File: config.mk
export PLATFORM = sky130hd
export DESIGN_NAME = wave_addr_gen
export DESIGN_NICKNAME = d
export VERILOG_FILES = /design/src/rtl/wave_pkg.sv /design/src/rtl/tick_divider.sv /design/src/rtl/wave_addr_gen.sv
export SDC_FILE = /design/constraint.sdc
export NUM_CORES = 1
export LEC_CHECK = 0
export CAP_MARGIN = 20
export CORE_MARGIN = 1.5
export CORE_UTILIZATION = 31
export CTS_CLUSTER_SIZE = 16
export DETAILED_ROUTE_END_ITERATION = 6
export GPL_TIMING_DRIVEN = 0
export PLACE_DENSITY_LB_ADDON = 0.3
export SLEW_MARGIN = 25
export SYNTH_ARGS = -nofsm -noshare
export SYNTH_HDL_FRONTEND = slang
export SYNTH_HIERARCHICAL = 1
export SYNTH_SLANG_ARGS = --single-unit
File: constraint.sdc
create_clock -name clk -period 3.35 [get_ports clk]
set_input_delay 0.335 -clock clk [delete_from_list [all_inputs] [get_ports clk]]
set_output_delay 0.335 -clock clk [all_outputs]
set_load 0.05 [all_outputs]
File: src/rtl/wave_pkg.sv
// Shared constants for the function-generator datapath: table geometry, default
// sample divider, and the gear encodings with their phase-step values.
package wave_pkg;

  localparam int unsigned ADDR_W          = 8;
  localparam int unsigned STEP_W          = 8;
  localparam int unsigned CLK_DIV_DEFAULT = 2000;

  typedef enum logic [1:0] {
    GEAR_X10 = 2'b11,
    GEAR_X4  = 2'b01,
    GEAR_X2  = 2'b00,
    GEAR_X1  = 2'b10
  } gear_e;

  localparam logic [STEP_W-1:0] STEP_X10 = STEP_W'(10);
  localparam logic [STEP_W-1:0] STEP_X4  = STEP_W'(4);
  localparam logic [STEP_W-1:0] STEP_X2  = STEP_W'(2);
  localparam logic [STEP_W-1:0] STEP_X1  = STEP_W'(1);

  function automatic logic [STEP_W-1:0] gear_to_step(input gear_e gear);
    logic [STEP_W-1:0] step;
    step = STEP_X1;
    unique case (gear)
      GEAR_X10: step = STEP_X10;
      GEAR_X4:  step = STEP_X4;
      GEAR_X2:  step = STEP_X2;
      GEAR_X1:  step = STEP_X1;
      default:  step = STEP_X1;
    endcase
    return step;
  endfunction

endpackage

File: src/rtl/tick_divider.sv
// Sample-rate divider: counts 0..CLK_DIV-1 while enabled, held at 0 otherwise,
// and flags the terminal count as a one-cycle tick.
module tick_divider #(
  parameter int unsigned CLK_DIV = 2000
) (
  input  logic clk,
  input  logic rst_n,
  input  logic en,
  output logic tick
);

  localparam int unsigned CNT_W = (CLK_DIV > 2) ? $clog2(CLK_DIV) : 1;

  logic [CNT_W-1:0] r_cnt;
  logic             w_last;

  assign w_last = (r_cnt == CNT_W'(CLK_DIV - 1));
  assign tick   = en && w_last;

  always_ff @(posedge clk or negedge rst_n) begin
    if (!rst_n) begin
      r_cnt <= '0;
    end else if (!en) begin
      r_cnt <= '0;
    end else if (w_last) begin
      r_cnt <= '0;
    end else begin
      r_cnt <= r_cnt + CNT_W'(1);
    end
  end

endmodule

File: src/rtl/wave_addr_gen.sv
// Waveform-table address generator: phase accumulator advanced on each sample tick,
// step latched only at period wrap. Optional macro WAVE_ADDR_GEN_PHASE_OFS_EN adds phase_ofs.
module wave_addr_gen #(
  parameter int unsigned CLK_DIV = wave_pkg::CLK_DIV_DEFAULT,
  parameter int unsigned ADDR_W  = wave_pkg::ADDR_W,
  parameter int unsigned STEP_W  = wave_pkg::STEP_W
) (
  input  logic              clk,
  input  logic              rst_n,
  input  logic              en,
  input  logic [STEP_W-1:0] f_step,
`ifdef WAVE_ADDR_GEN_PHASE_OFS_EN
  input  logic [ADDR_W-1:0] phase_ofs,
`endif
  output logic [ADDR_W-1:0] addr,
  output logic              addr_valid,
  output logic              cycle_start
);

  import wave_pkg::*;

  logic              w_tick;
  logic [ADDR_W:0]   w_sum;
  logic              w_carry;
  logic [STEP_W-1:0] w_step_in;
  logic [ADDR_W-1:0] w_addr_next;

  logic [ADDR_W-1:0] r_phase;
  logic [STEP_W-1:0] r_step_q;
  logic [ADDR_W-1:0] r_addr;
  logic              r_addr_valid;
  logic              r_cycle_start;

  tick_divider #(
    .CLK_DIV (CLK_DIV)
  ) u_tick_divider (
    .clk   (clk),
    .rst_n (rst_n),
    .en    (en),
    .tick  (w_tick)
  );

  // A zero step would freeze the accumulator, so it is promoted to 1 on capture.
  assign w_step_in = (f_step == '0) ? STEP_W'(1) : f_step;

  assign w_sum   = {1'b0, r_phase} + (ADDR_W + 1)'(r_step_q);
  assign w_carry = w_sum[ADDR_W];

`ifdef WAVE_ADDR_GEN_PHASE_OFS_EN
  assign w_addr_next = w_sum[ADDR_W-1:0] + phase_ofs;
`else
  assign w_addr_next = w_sum[ADDR_W-1:0];
`endif

  always_ff @(posedge clk or negedge rst_n) begin
    if (!rst_n) begin
      r_phase       <= '0;
      r_addr        <= '0;
      r_addr_valid  <= 1'b0;
      r_cycle_start <= 1'b0;
    end else begin
      r_addr_valid  <= w_tick;
      r_cycle_start <= w_tick && w_carry;
      if (w_tick) begin
        r_phase <= w_sum[ADDR_W-1:0];
        r_addr  <= w_addr_next;
      end
    end
  end

  // Step tracks the input freely while idle, otherwise only at a period boundary.
  always_ff @(posedge clk or negedge rst_n) begin
    if (!rst_n) begin
      r_step_q <= STEP_W'(1);
    end else if (!en || (w_tick && w_carry)) begin
      r_step_q <= w_step_in;
    end
  end

  assign addr        = r_addr;
  assign addr_valid  = r_addr_valid;
  assign cycle_start = r_cycle_start;

endmodule

==> parameters.txt <==
Parameter                              Value

Setup path
  Crit path max fanout ... 9
  Data required time of the worst path ... 3.52 ns
  CP endpoint kind ... flip-flop
  Peak per-stage delay on the critical path ... between 0.5 and 0.6 ns
  Setup Crit Path Kind ... reg -> reg
  Cell with the largest stage delay on the worst path ... sky130_fd_sc_hd__nor4_2
  Worst reg2reg setup slack ... about 0.72 ns
  Worst Path Arrival ... about 2.8 ns
  Worst-path cell chain ... ha_1, nand3_1, nor4_2, buf_2, clkinv_1, a2111o_1, o311ai_0
  Sort of element at the start of the critical path ... flip-flop

Power
  Total power divided by cell area ... between 400 and 500 nW/um^2
  Switch Pwr ... approximately 300 uW
  Switching share of total power ... 0.314
  Clock share of power ... 0.343
  Combinational fraction of design power ... 0.230
  Internal power contribution ... 648 uW
  Peak supply drop ... about 0.17 mV
  Seq pwr share ... 0.426
  P_leak ... approximately 0.0009 uW
  PnR Total Power ... 944 uW

Synth
  Unique cell type count in the Yosys netlist ... 54
  Sequential cell area fraction in the yosys report ... 0.396
  Net count of the mapped netlist ... roughly 210
  Number of standard cells after synthesis ... approximately 190
  Synthesized area ... ~1800 sq um
  Share of the synthesized area in the top cell type ... 0.382
  Yosys top cell by area ... sky130_fd_sc_hd__dfrtp_1
  Post-synth top flop ... sky130_fd_sc_hd__dfrtp_1
  Number of enable-type register cells in the synthesized netlist ... 0
  Yosys warns ... 6
  Cell types with the largest area share after synthesis ... sky130_fd_sc_hd__dfrtp_1 38%, sky130_fd_sc_hd__ha_1 6.1%, sky130_fd_sc_hd__a21oi_1 4.6%, sky130_fd_sc_hd__a32o_1 4.4%, sky130_fd_sc_hd__nand3_1 3.3%
  Proportion of synthesized flip-flops having asynchronous set or reset ... 1.00
  Syn Area/Cell ... 9.86 sq um
  Number of register bits inferred by synthesis ... 29

STA
  Total of endpoints with negative setup slack in the final report ... 0
  Max Transition Viols Final ... 0
  Post-layout min period ... approximately 2.6 ns
  Peak clock frequency supported by timing ... about 380 MHz
  Transition time of the tightest slew-check pin ... a little under 0.7 ns
  Part of the cycle the worst path needs ... 0.784
  Final setup skew ... around 0.0027 ns
  Final worst-path setup slack ... 0.724 ns
  RSZ-0062 raised after global routing ... no
  Final hold violation count ... 0
  Max-slew headroom ... 0.538
  Total Neg Setup Slack ... 0 ns

CTS
  Total clock sinks ... 29
  TritonCTS clock tree ... done
  Clock transition at the register clock pins on the worst setup and hold paths after CTS ... approximately 0.060 ns
  Maximum count of clock buffers along a single path ... 2
  Inserted Clock Buffers ... 5
  Post-cts sizing count ... 0
  Post-CTS Setup Inserts ... 0
  Worst skew pair latency ... about 0.28 ns
  Root buffer selected by CTS ... sky130_fd_sc_hd__clkbuf_8
  Depth of the CTS H-tree ... 2
  Hold-fix buffer count after cts ... 0

Placement
  Final HPWL DP ... between 3000 and 4000 microns
  Final weighted congestion of routability-driven global placement ... 0.834
  Setup slack at placement ... approximately 0.56 ns
  Input/output buffers ... 20

Route
  Overall routed net length ... 4400 microns
  Routed WL per cell ... 15.3 microns
  Post-DRT Antenna Nets ... 0
  Number of iterations in the first detailed-routing pass ... 4
  Vias ... about 1600
  Number of DRC markers in iteration 0 ... 107
  Via density per instance ... 5.54
  # DRC ... 0

Finish
  Post-synthesis to final-layout area growth ... 21.7%
  Area of combinational cells with multiple inputs ... 1050 sq um
  Number of inserted filler cells in the final layout ... 568
  Sequential cell area ... 727 sq um
  Post-layout nets ... 235
  Diodes inserted ... 0
  Layout cells sized above 1 ... 0.130

Global routing
  Antenna violations before repair ... 0
  Largest net degree at the start of global routing ... 30
  Aggregate global-route resource usage ... 0.155
  First-pass GRT wire length ... 7670 microns
  Global-route congestion overflow total ... 0
  Via count of the first global-routing pass ... 1595

Die
  Cell Rows ... 27
  Initial Utilization ... 0.327
  Placeable core area ... 5610 sq um
  Height of the chip ... approximately 80 microns
  Die outline width ... between 70 and 80 microns
  Total die area ... about 6400 sq um
  I/O pins ... 21

Hold path
  Worst hold path class ... in -> async

Status
  Run status ... complete, no violations

Run
  Max-cap violations ... 0
worst max-delay path, delay by kind of cell (launching register included):
kind	cells	cell delay [ns]
adders and majority gates	1	0.24
and+or+nand+nor	2	0.80
DFF	1	0.40
buffers and inverters	2	0.53
AOI/OAI and AO/OA	2	0.55
metrics by stage:
step	hold WS, ns	instances	area, sq um	utilization
after global placement	0.507	278	2120	0.379
after floorplan	0.0394	186	1830	-
after global routing	0.147	287	2230	0.398
final	0.0897	287	2230	0.398
after detailed placement	0.422	279	2130	0.380
after CTS	0.113	287	2230	0.398
routing by layer:
| layer | global-route usage | vias up | part of all wire |
|---|---|---|---|
| met5 | 0 | - | 0 |
| met1 | 0.192 | 764 | 0.46 |
| met3 | 0.0423 | 6 | 0.040 |
| li1 | - | 787 | - |
| met4 | 0.0672 | 0 | 0.012 |
| met2 | 0.251 | 34 | 0.49 |
layout make-up:
type,instances,area share
plain buffers,4,0.0146
clock buffers,7,0.0432
clock inverters,1,0.00224
inverters,8,0.0135
multi-input cells,145,0.471
flip-flops and latches,29,0.326
well taps,72,0.0404
repair buffers,21,0.0897
cell families (layout without fill, tap and decap cells):
group | after synthesis | count (layout) | synth area share
mux | 3 | 3 | 0.0184
buf+inv | 12 | 41 | 0.0341
fa+ha+maj | 10 | 10 | 0.0723
compound gates | 64 | 64 | 0.262
simple gates | 63 | 63 | 0.193
xor+xnor | 5 | 5 | 0.0239
flops | 29 | 29 | 0.396
worst paths after layout:
check / startpoint / to / depth (start not counted)
setup / recovery: u_tick_divider/r_cnt[0] / addr[5] / 7
hold / removal: rst_n / addr[2] / 1
setup reg to reg: u_tick_divider/r_cnt[0] / addr[5] / 7
hold reg to reg: u_tick_divider/r_cnt[0] / u_tick_divider/r_cnt[0] / 1
max in group asynchronous: rst_n / r_step_q[4] / 1
min in group clk: u_tick_divider/r_cnt[0] / u_tick_divider/r_cnt[0] / 1
synthesized netlist by cell type, types with 2 or more instances:
| cell | number |
|---|---|
| sky130_fd_sc_hd__nor4_1 | 2 |
| sky130_fd_sc_hd__nand2_1 | 12 |
| sky130_fd_sc_hd__ha_1 | 9 |
| sky130_fd_sc_hd__a32o_1 | 8 |
| sky130_fd_sc_hd__o31ai_1 | 2 |
| sky130_fd_sc_hd__a21oi_1 | 17 |
| sky130_fd_sc_hd__o21ai_0 | 5 |
| sky130_fd_sc_hd__nand3_1 | 12 |
| sky130_fd_sc_hd__a211oi_1 | 2 |
| sky130_fd_sc_hd__clkinv_1 | 2 |
| sky130_fd_sc_hd__nand4_1 | 8 |
| sky130_fd_sc_hd__xor2_1 | 3 |
| sky130_fd_sc_hd__xnor2_1 | 2 |
| sky130_fd_sc_hd__or3_2 | 2 |
| sky130_fd_sc_hd__o221ai_1 | 2 |
| sky130_fd_sc_hd__and3_1 | 2 |
| sky130_fd_sc_hd__o21bai_1 | 3 |
| sky130_fd_sc_hd__nor3_1 | 4 |
| sky130_fd_sc_hd__inv_1 | 6 |
| sky130_fd_sc_hd__a31oi_1 | 2 |
| sky130_fd_sc_hd__dfrtp_1 | 28 |
| sky130_fd_sc_hd__o211ai_1 | 8 |
| sky130_fd_sc_hd__or4_1 | 2 |
| sky130_fd_sc_hd__mux2_2 | 3 |
| sky130_fd_sc_hd__nor2_1 | 10 |
| sky130_fd_sc_hd__a21boi_0 | 2 |
flip-flops by register name, summed over array words and instances (netlist names):
name and count:
u_tick_divider/r_cnt 11, cycle_start 1, r_step_q 8, addr 8, addr_valid 1
cell usage in the layout, fill, tap and decap left out, types with 3 or more instances in the layout:
| cell type | instances |
|---|---|
| sky130_fd_sc_hd__nor3_1 | 4 |
| sky130_fd_sc_hd__o211ai_1 | 8 |
| sky130_fd_sc_hd__o21bai_1 | 3 |
| sky130_fd_sc_hd__nand3_1 | 12 |
| sky130_fd_sc_hd__ha_1 | 9 |
| sky130_fd_sc_hd__nand4_1 | 8 |
| sky130_fd_sc_hd__clkdlybuf4s50_1 | 19 |
| sky130_fd_sc_hd__o21ai_0 | 5 |
| sky130_fd_sc_hd__clkbuf_8 | 8 |
| sky130_fd_sc_hd__nor2_1 | 10 |
| sky130_fd_sc_hd__xor2_1 | 3 |
| sky130_fd_sc_hd__dfrtp_1 | 28 |
| sky130_fd_sc_hd__nand2_1 | 12 |
| sky130_fd_sc_hd__a21oi_1 | 17 |
| sky130_fd_sc_hd__inv_1 | 6 |
| sky130_fd_sc_hd__a32o_1 | 8 |
| sky130_fd_sc_hd__buf_2 | 3 |
| sky130_fd_sc_hd__mux2_2 | 3 |
power by group through the flow:
stage / combinational [uW] / sequential (uW) / clock, uW
finish: 218 / 403 / 324
global route: 248 / 408 / 350
CTS: 217 / 402 / 335
detailed placement: 216 / 409 / 0
global placement: 214 / 408 / 0
floorplan: 146 / 411 / 0
(Power assumes the default switching activity.)
